**src/rtl/linear_interpolator_pkg.sv**
```systemverilog
// Shared constants and FSM state type for the linear interpolator.
// Both the top level and the phase datapath import this package.
package linear_interpolator_pkg;

    localparam int LOG2_L_DEFAULT = 2;
    localparam int SAMPLE_W       = 16;

    typedef enum logic {
        IDLE = 1'b0,
        EMIT = 1'b1
    } state_t;

endpackage

```
**src/rtl/linear_interpolator_phase_calc.sv**
```systemverilog
// Combinational phase datapath: prev + floor(diff * phase / L).
// The product is taken at full width so that the arithmetic shift floors toward minus infinity.
module interp_phase_calc
    import linear_interpolator_pkg::*;
#(
    parameter int LOG2_L = LOG2_L_DEFAULT
) (
    input  logic signed [SAMPLE_W-1:0] prev,
    input  logic signed [SAMPLE_W:0]   diff,
    input  logic        [LOG2_L:0]     phase,
    output logic signed [SAMPLE_W-1:0] result
);

    localparam int PW = SAMPLE_W + 1 + LOG2_L;

    logic signed [PW-1:0] diff_ext;
    logic signed [PW-1:0] phase_ext;
    logic signed [PW-1:0] product;

    assign diff_ext  = PW'(diff);
    assign phase_ext = PW'({1'b0, phase});
    assign product   = diff_ext * phase_ext;

    // The true result lies between prev and the new sample, so wrapping 16-bit addition is exact.
    assign result = prev + SAMPLE_W'(product >>> LOG2_L);

endmodule

```
**src/rtl/linear_interpolator.sv**
```systemverilog
// Linear interpolating upsampler: each accepted sample yields L outputs stepping from the
// previous sample toward it, with a one-cycle IDLE bubble between bursts.
module linear_interpolator
    import linear_interpolator_pkg::*;
#(
    parameter int LOG2_L = LOG2_L_DEFAULT
) (
    input  logic                       clk,
    input  logic                       rst,
    input  logic signed [SAMPLE_W-1:0] in_data,
    input  logic                       in_valid,
    output logic                       in_ready,
    output logic signed [SAMPLE_W-1:0] out_data,
    output logic                       out_valid,
    input  logic                       out_ready
);

    localparam logic [LOG2_L:0]   PHASE_ONE = 1;
    localparam logic [LOG2_L-1:0] K_ONE     = 1;

    state_t                     state;
    logic signed [SAMPLE_W-1:0] prev;
    logic signed [SAMPLE_W-1:0] cur;
    logic signed [SAMPLE_W:0]   diff;
    logic        [LOG2_L-1:0]   k;
    logic        [LOG2_L:0]     next_phase;
    logic signed [SAMPLE_W-1:0] next_value;

    assign in_ready   = (state == IDLE);
    assign next_phase = {1'b0, k} + PHASE_ONE;

    interp_phase_calc #(
        .LOG2_L (LOG2_L)
    ) u_phase_calc (
        .prev   (prev),
        .diff   (diff),
        .phase  (next_phase),
        .result (next_value)
    );

    // L-1 is all ones, so the last phase is k == '1 for every legal LOG2_L.
    always_ff @(posedge clk) begin
        if (rst) begin
            state     <= IDLE;
            prev      <= '0;
            cur       <= '0;
            diff      <= '0;
            k         <= '0;
            out_data  <= '0;
            out_valid <= 1'b0;
        end else begin
            case (state)
                IDLE: begin
                    if (in_valid) begin
                        cur       <= in_data;
                        diff      <= (SAMPLE_W+1)'(in_data) - (SAMPLE_W+1)'(prev);
                        k         <= '0;
                        out_data  <= prev;
                        out_valid <= 1'b1;
                        state     <= EMIT;
                    end
                end
                EMIT: begin
                    if (out_ready) begin
                        if (k == '1) begin
                            prev      <= cur;
                            out_valid <= 1'b0;
                            state     <= IDLE;
                        end else begin
                            k        <= k + K_ONE;
                            out_data <= next_value;
                        end
                    end
                end
                default: state <= IDLE;
            endcase
        end
    end

endmodule

```
**config.mk**
```make
export PLATFORM = sky130hd
export DESIGN_NAME = linear_interpolator
export DESIGN_NICKNAME = d
export VERILOG_FILES = /design/src/rtl/linear_interpolator_pkg.sv /design/src/rtl/linear_interpolator_phase_calc.sv /design/src/rtl/linear_interpolator.sv
export SDC_FILE = /design/constraint.sdc
export NUM_CORES = 1
export LEC_CHECK = 0
export ABC_AREA = 1
export CORE_MARGIN = 2
export CORE_UTILIZATION = 65
export DETAILED_ROUTE_END_ITERATION = 12
export DONT_BUFFER_PORTS = 1
export GPL_TIMING_DRIVEN = 0
export PLACE_DENSITY_LB_ADDON = 0.2
export SYNTH_ARGS = -nofsm -noshare
export SYNTH_HDL_FRONTEND = slang
export SYNTH_SLANG_ARGS = --single-unit
```
**constraint.sdc**
```tcl
create_clock -name clk -period 5.05 [get_ports clk]
set_input_delay 1.01 -clock clk [delete_from_list [all_inputs] [get_ports clk]]
set_output_delay 1.01 -clock clk [all_outputs]
set_load 0.05 [all_outputs]
```
Word-level counts from Yosys, hierarchy flattened
Index checks and enable logic that the tools add are counted.
{"block": "totals", "regBits": 69, "output_inout_bits": 18}
{"block": "op_classes", "reduce_logical": 4, "n_eq_ne": 5, "multipliers": 1, "add_sub_neg": 4, "mux": 16, "bitwise_logic": 1}
{"cell": "2-to-1 mux 16 bit", "count": 3}
{"cell": "case mux 16 bit (2 select lines)", "count": 1}
{"cell": "multiplier 17 x 4 -> 18 bit", "count": 1}
{"cell": "subtractor 16 x 16 -> 17 bit", "count": 1}
{"cell": "adder 16 bit", "count": 1}
{"cell": "AND reduction 3 bit", "count": 3}
{"cell": "2-to-1 mux 1 bit", "count": 6}
{"cell": "2-to-1 mux 2 bit", "count": 3}
{"cell": "inequality test 2 bit, second input constant", "count": 3}
{"cell": "case mux 1 bit (2 select lines)", "count": 2}
{"cell": "case mux 2 bit (2 select lines)", "count": 1}
{"cell": "adder 2 x 1 -> 3 bit, second input constant", "count": 1}
{"cell": "adder 2 x 1 -> 2 bit, second input constant", "count": 1}
{"cell": "== test 2 bit, second input constant", "count": 1}
{"cell": "inequality test 2 x 1 -> 1 bit, second input constant", "count": 1}
{"cell": "AND reduction 2 bit", "count": 1}
{"cell": "inverter 1 bit", "count": 1}

Logic depth before layout (Yosys ltp)
{"block": "logic_depth", "word_depth": 6, "depth_mapped": 33, "mapped_depth_nobuf": 31}

Cells and area by module
Synthesis repeated with hierarchy kept, for this count alone.
{"block": "hier_totals", "hier_cells": 995, "hier_area_um2": 6266.0}
{"mod": "linear_interpolator", "instances": 1, "cells_per_inst": 543, "seq_area_each_um2": 1381.3, "area_per_inst_um2": 3614.7}
{"mod": "interp_phase_calc", "instances": 1, "cells_per_inst": 452, "seq_area_each_um2": 0.0, "area_per_inst_um2": 2651.3}

Worst setup path before layout
OpenSTA, ideal clock, no wires.
{"block": "synth_timing", "kind": "register to register", "start": "register k[0]", "end": "register out_data[15]", "setup_ps": 109, "synth_period_minus_slack_ps": 4545, "t_arrival_ps": 4436, "n_path_buf": 2, "path_slack_ps": 505, "t_required_ps": 4941, "stages_incl_launch_ff": 32, "cell_sequence": "dfxtp_1 > ha_1 > buf_6 > clkbuf_1 > nand2_1 > inv_1 > ha_1 > fa_1 > inv_1 > fa_1 > o21bai_2 > a21o_1 > nand2_1 > a21oi_2 > nand2_1 > nand2_1 > xor2_1 > ha_1 > nand2_1 > inv_1 > nand2_1 > nand2_1 > nor2_1 > nand2_1 > a21oi_1 > inv_1 > nand2_1 > nand3_1 > nand2_1 > nand3_1 > nand2_1 > inv_1"}
{"block": "synth_between", "elab_chain_cells": 6, "elab_cells_between_ends": 9, "cone_classes": "add/sub (2); mul (1); eq/ne (2); mux (3); reduce/logical (1)"}
{"item": "from (decl)", "line": "linear_interpolator.sv:25", "rtl": "logic [LOG2_L-1:0] k;"}
{"item": "from (signal assigned)", "line": "linear_interpolator.sv:70", "rtl": "k <= k + K_ONE;"}
{"item": "adder 2 x 1 -> 3 bit", "line": "linear_interpolator.sv:30", "rtl": "assign next_phase = {1'b0, k} + PHASE_ONE;"}
{"item": "multiplier 17 x 4 -> 18 bit", "line": "linear_interpolator_phase_calc.sv:22", "rtl": "assign product = diff_ext * phase_ext;"}
{"item": "adder 16 bit", "line": "linear_interpolator_phase_calc.sv:25", "rtl": "assign result = prev + SAMPLE_W'(product >>> LOG2_L);"}
{"item": "2-to-1 mux 16 bit", "line": "linear_interpolator.sv:65", "rtl": "if (k == '1) begin"}
{"item": "2-to-1 mux 16 bit", "line": "linear_interpolator.sv:64", "rtl": "if (out_ready) begin"}
{"item": "case mux 16 bit (2 select lines)", "line": "linear_interpolator.sv:52", "rtl": "case (state)"}
{"item": "to (signal assigned)", "line": "linear_interpolator.sv:58", "rtl": "out_data <= prev;"}
{"item": "to (signal assigned)", "line": "linear_interpolator.sv:71", "rtl": "out_data <= next_value;"}
{"item": "to (decl)", "line": "linear_interpolator.sv:13", "rtl": "output logic signed [SAMPLE_W-1:0] out_data,"}
Parallel ways exist; a longest one is shown, timed or not. The select of a mux whose other input is x is not followed.
A chain may end at the register's enable or synchronous reset.

Worst setup path after layout
Ends and elaborated chain as after synthesis.

==> run_results.csv <==
group,metric,value,unit
run_status,outcome,"finished, final reports clean",
logic_synthesis,async_reset_ff_share,0,%
layout,post_route_cells_drive_above_1_share,6.53,%
setup_path,reg2regPathDepth,32,
routing,postRouteAntennaNets,0,
worst_hold_path,holdPathStages,2,
die,die_w,100,µm
routing,drc,0,
clocking,clock-sinks,69,
grt,antenna_found_initial,0,
placement,placedInstanceArea,6160,µm²
clocking,cts_root_buf,"clkbuf_8",
sta,finalClockSkew,0.0158,ns
routing,vias_per_cell,5.60,
layout,final_common_cell,"nand2_1",
logic_synthesis,synth_area_leaders,"dfxtp_1 23%, ha_1 14%, nand2_1 12%",
layout,final_cell_mix,"200 x nand2_1, 165 x inv_1, 89 x nor2_1",
setup_path,cpMaxStageDelayCell,"fa_1",
layout,areaGrowthSynthToFinish,7.13,%
grt,met1_usage,43.0,%
placement,gp_congestion,0.926,
routing,finalWirelength,16.2,mm
placement,dp_slack,-0.141,ns
logic_synthesis,synth_edf_count,0,
sta,slew_viol_final,0,
clocking,cts_tree,"yes",
logic_synthesis,synth_top_area_share,22.9,%
layout,num-nets-final,1032,
clocking,clk_latency,0.36,ns
setup_path,critPathCaptureType,"flip-flop",
layout,fillerInstances,791,
placement,dp_hpwl,13.1,mm
setup_path,cp-start-kind,"flip-flop",
logic_synthesis,ys_seq_area_share,22.9,%
logic_synthesis,ys_ff_latch,69,
die,pin_count,38,
logic_synthesis,synth_area_leader_cell,"dfxtp_1",
logic_synthesis,synthCells,917,
grt,grtUsageTotal,33.5,%
logic_synthesis,yosysWarningCount,0,
layout,regArea,1390,µm²
setup_path,crit_type,"flip-flop to flip-flop",
flow_run,drv_cap,0,
grt,grt_max_degree,19,
layout,design_area,6450,µm²
routing,drt_iter0_drc,389,
power_and_ir_drop,pwr_density_cell,228,nW/µm²
sta,worst_slew_pin_slew,0.602,ns
setup_path,crit_required,5.31,ns
clocking,cts-htree-levels,3,
logic_synthesis,postSynthNetCount,1020,
grt,grt_pass1_vias,5572,
sta,finalCriticalPeriod,4.76,ns
grt,grt_pass1_wl,26.4,mm
die,dieHeight,100,µm
logic_synthesis,synth_cell_types,39,
sta,period_share,94.3,%
die,rows,35,
layout,multi_input_area,3910,µm²
sta,fmax,0.210,GHz
grt,grt_util_met2,56.1,%
setup_path,crit_path_max_incr_delay,0.53,ns
grt,overflow,0,
clocking,clk_pin_slew,0.09,ns
logic_synthesis,synth_area_per_cell,6.57,µm²
routing,num_vias,5857,
die,core_region_area,9110,µm²
clocking,holdBufCountCts,0,
power_and_ir_drop,power,1470,µW
sta,setup_viol,0,
layout,diodes,0,
setup_path,cpMostUsedCell,"nand2_1",
logic_synthesis,syn-cell-area,6020,µm²
grt,grt_util_met3,5.57,%
clocking,numCtsBuffers,9,
sta,slew_headroom,59.8,%
clocking,clock_path_buffers,2,
setup_path,cp_max_fo,18,
sta,timing.final.ws_setup,0.288,ns
sta,hold_viol,0,
logic_synthesis,synth_flop_cell,"dfxtp_1",
die,initial_core_util,66.1,%
power_and_ir_drop,power.leakage,0.00352,µW
routing,drt_first_pass_iters,7,
grt,busiest_layer,"met2",
worst_hold_path,min-delay-path-class,"flip-flop to flip-flop",
placement,io_buffers,0,
die,die_area,10100,µm²
routing,wl_per_cell,15.5,µm
setup_path,critPathArrivalTime,5.02,ns
power_and_ir_drop,peakVddDrop,0.230,mV
-- layer usage --
layer / up-vias / wire [µm]
met3: 56 / 1310
met5: - / 0
li1: 2915 / -
met2: 223 / 7620
met1: 2663 / 6650
met4: 0 / 655
-- synth_stat cells, types with 3 or more instances --
cell,count
nand2_1,200
inv_1,165
nor2_1,90
a21oi_1,83
dfxtp_1,69
ha_1,66
o21ai_0,56
nand3_1,37
clkbuf_1,20
o21ai_1,18
fa_1,17
xor2_1,16
xnor2_1,12
inv_2,9
a21o_1,8
a31oi_1,6
o21bai_1,5
buf_2,4
a21oi_2,3
buf_4,3
nand2_2,3
nand3b_1,3
o21ai_2,3
-- logic make-up after synthesis --
family	count (synthesis)	synth area share (%)
AO/OA/AOI/OAI	189	17.3
XOR/XNOR	28	4.07
adder cells (fa/ha/maj)	83	19.4
buffers and inverters	202	13.0
flip-flops	69	22.9
AND/OR/NAND/NOR	346	23.3
-- worst paths after layout --
kind / startpoint / endpoint / slack [ns]
worst max-delay path: k[0] / out_data[15] / 0.29
worst max register to register: k[0] / out_data[15] / 0.29
worst min register to register: cur[0] / prev[0] / 0.47
worst min-delay path: cur[0] / prev[0] / 0.47
-- worst max-delay path, delay by kind of cell (launching register included) --
kind / cells / cell delay, ns
flip-flops: 1 / 0.37
XOR/XNOR: 1 / 0.15
adder cells (fa/ha/maj): 5 / 1.77
AO/OA/AOI/OAI: 5 / 0.84
buffers and inverters: 7 / 0.43
AND/OR/NAND/NOR: 14 / 1.10
-- stage by stage --
stage	setup TNS (ns)	utilization [%]	cells	hold WS (ns)
finish	0	70.8	1045	0.471
global route	-0.0262	70.8	1045	0.507
CTS	0	70.0	1043	0.473
detailed placement	-0.149	67.7	1028	0.459
global placement	-0.111	67.7	1028	0.445
floorplan	0	-	917	0.436
-- where the power goes --
part	leakage, µW	switching, µW	internal, µW
logic	0.00284	205	114
registers	0.000567	61.8	577
clock network	0.000107	231	283
-- layout make-up --
type | count | area share, %
buffer | 27 | 1.96
clock buffer | 10 | 1.98
clock inverter | 6 | 1.45
inverter | 174 | 10.1
multi-input combinational | 646 | 60.6
sequential | 69 | 21.5
tap | 111 | 2.15
timing repair buffer | 2 | 0.233
-- flip-flops by register name (all words and copies together) (netlist names) --
name / count
diff: 17
out_valid: 1
state: 1
cur: 16
prev: 16
k: 2
out_data: 16
-- timing repair --
item / CTS / global route
endpoints found under the setup margin: 3 / 7
pin swaps: 0 / 2
setup buffers: 0 / 2
resized for setup: 0 / 12
(Power assumes the default switching activity.)
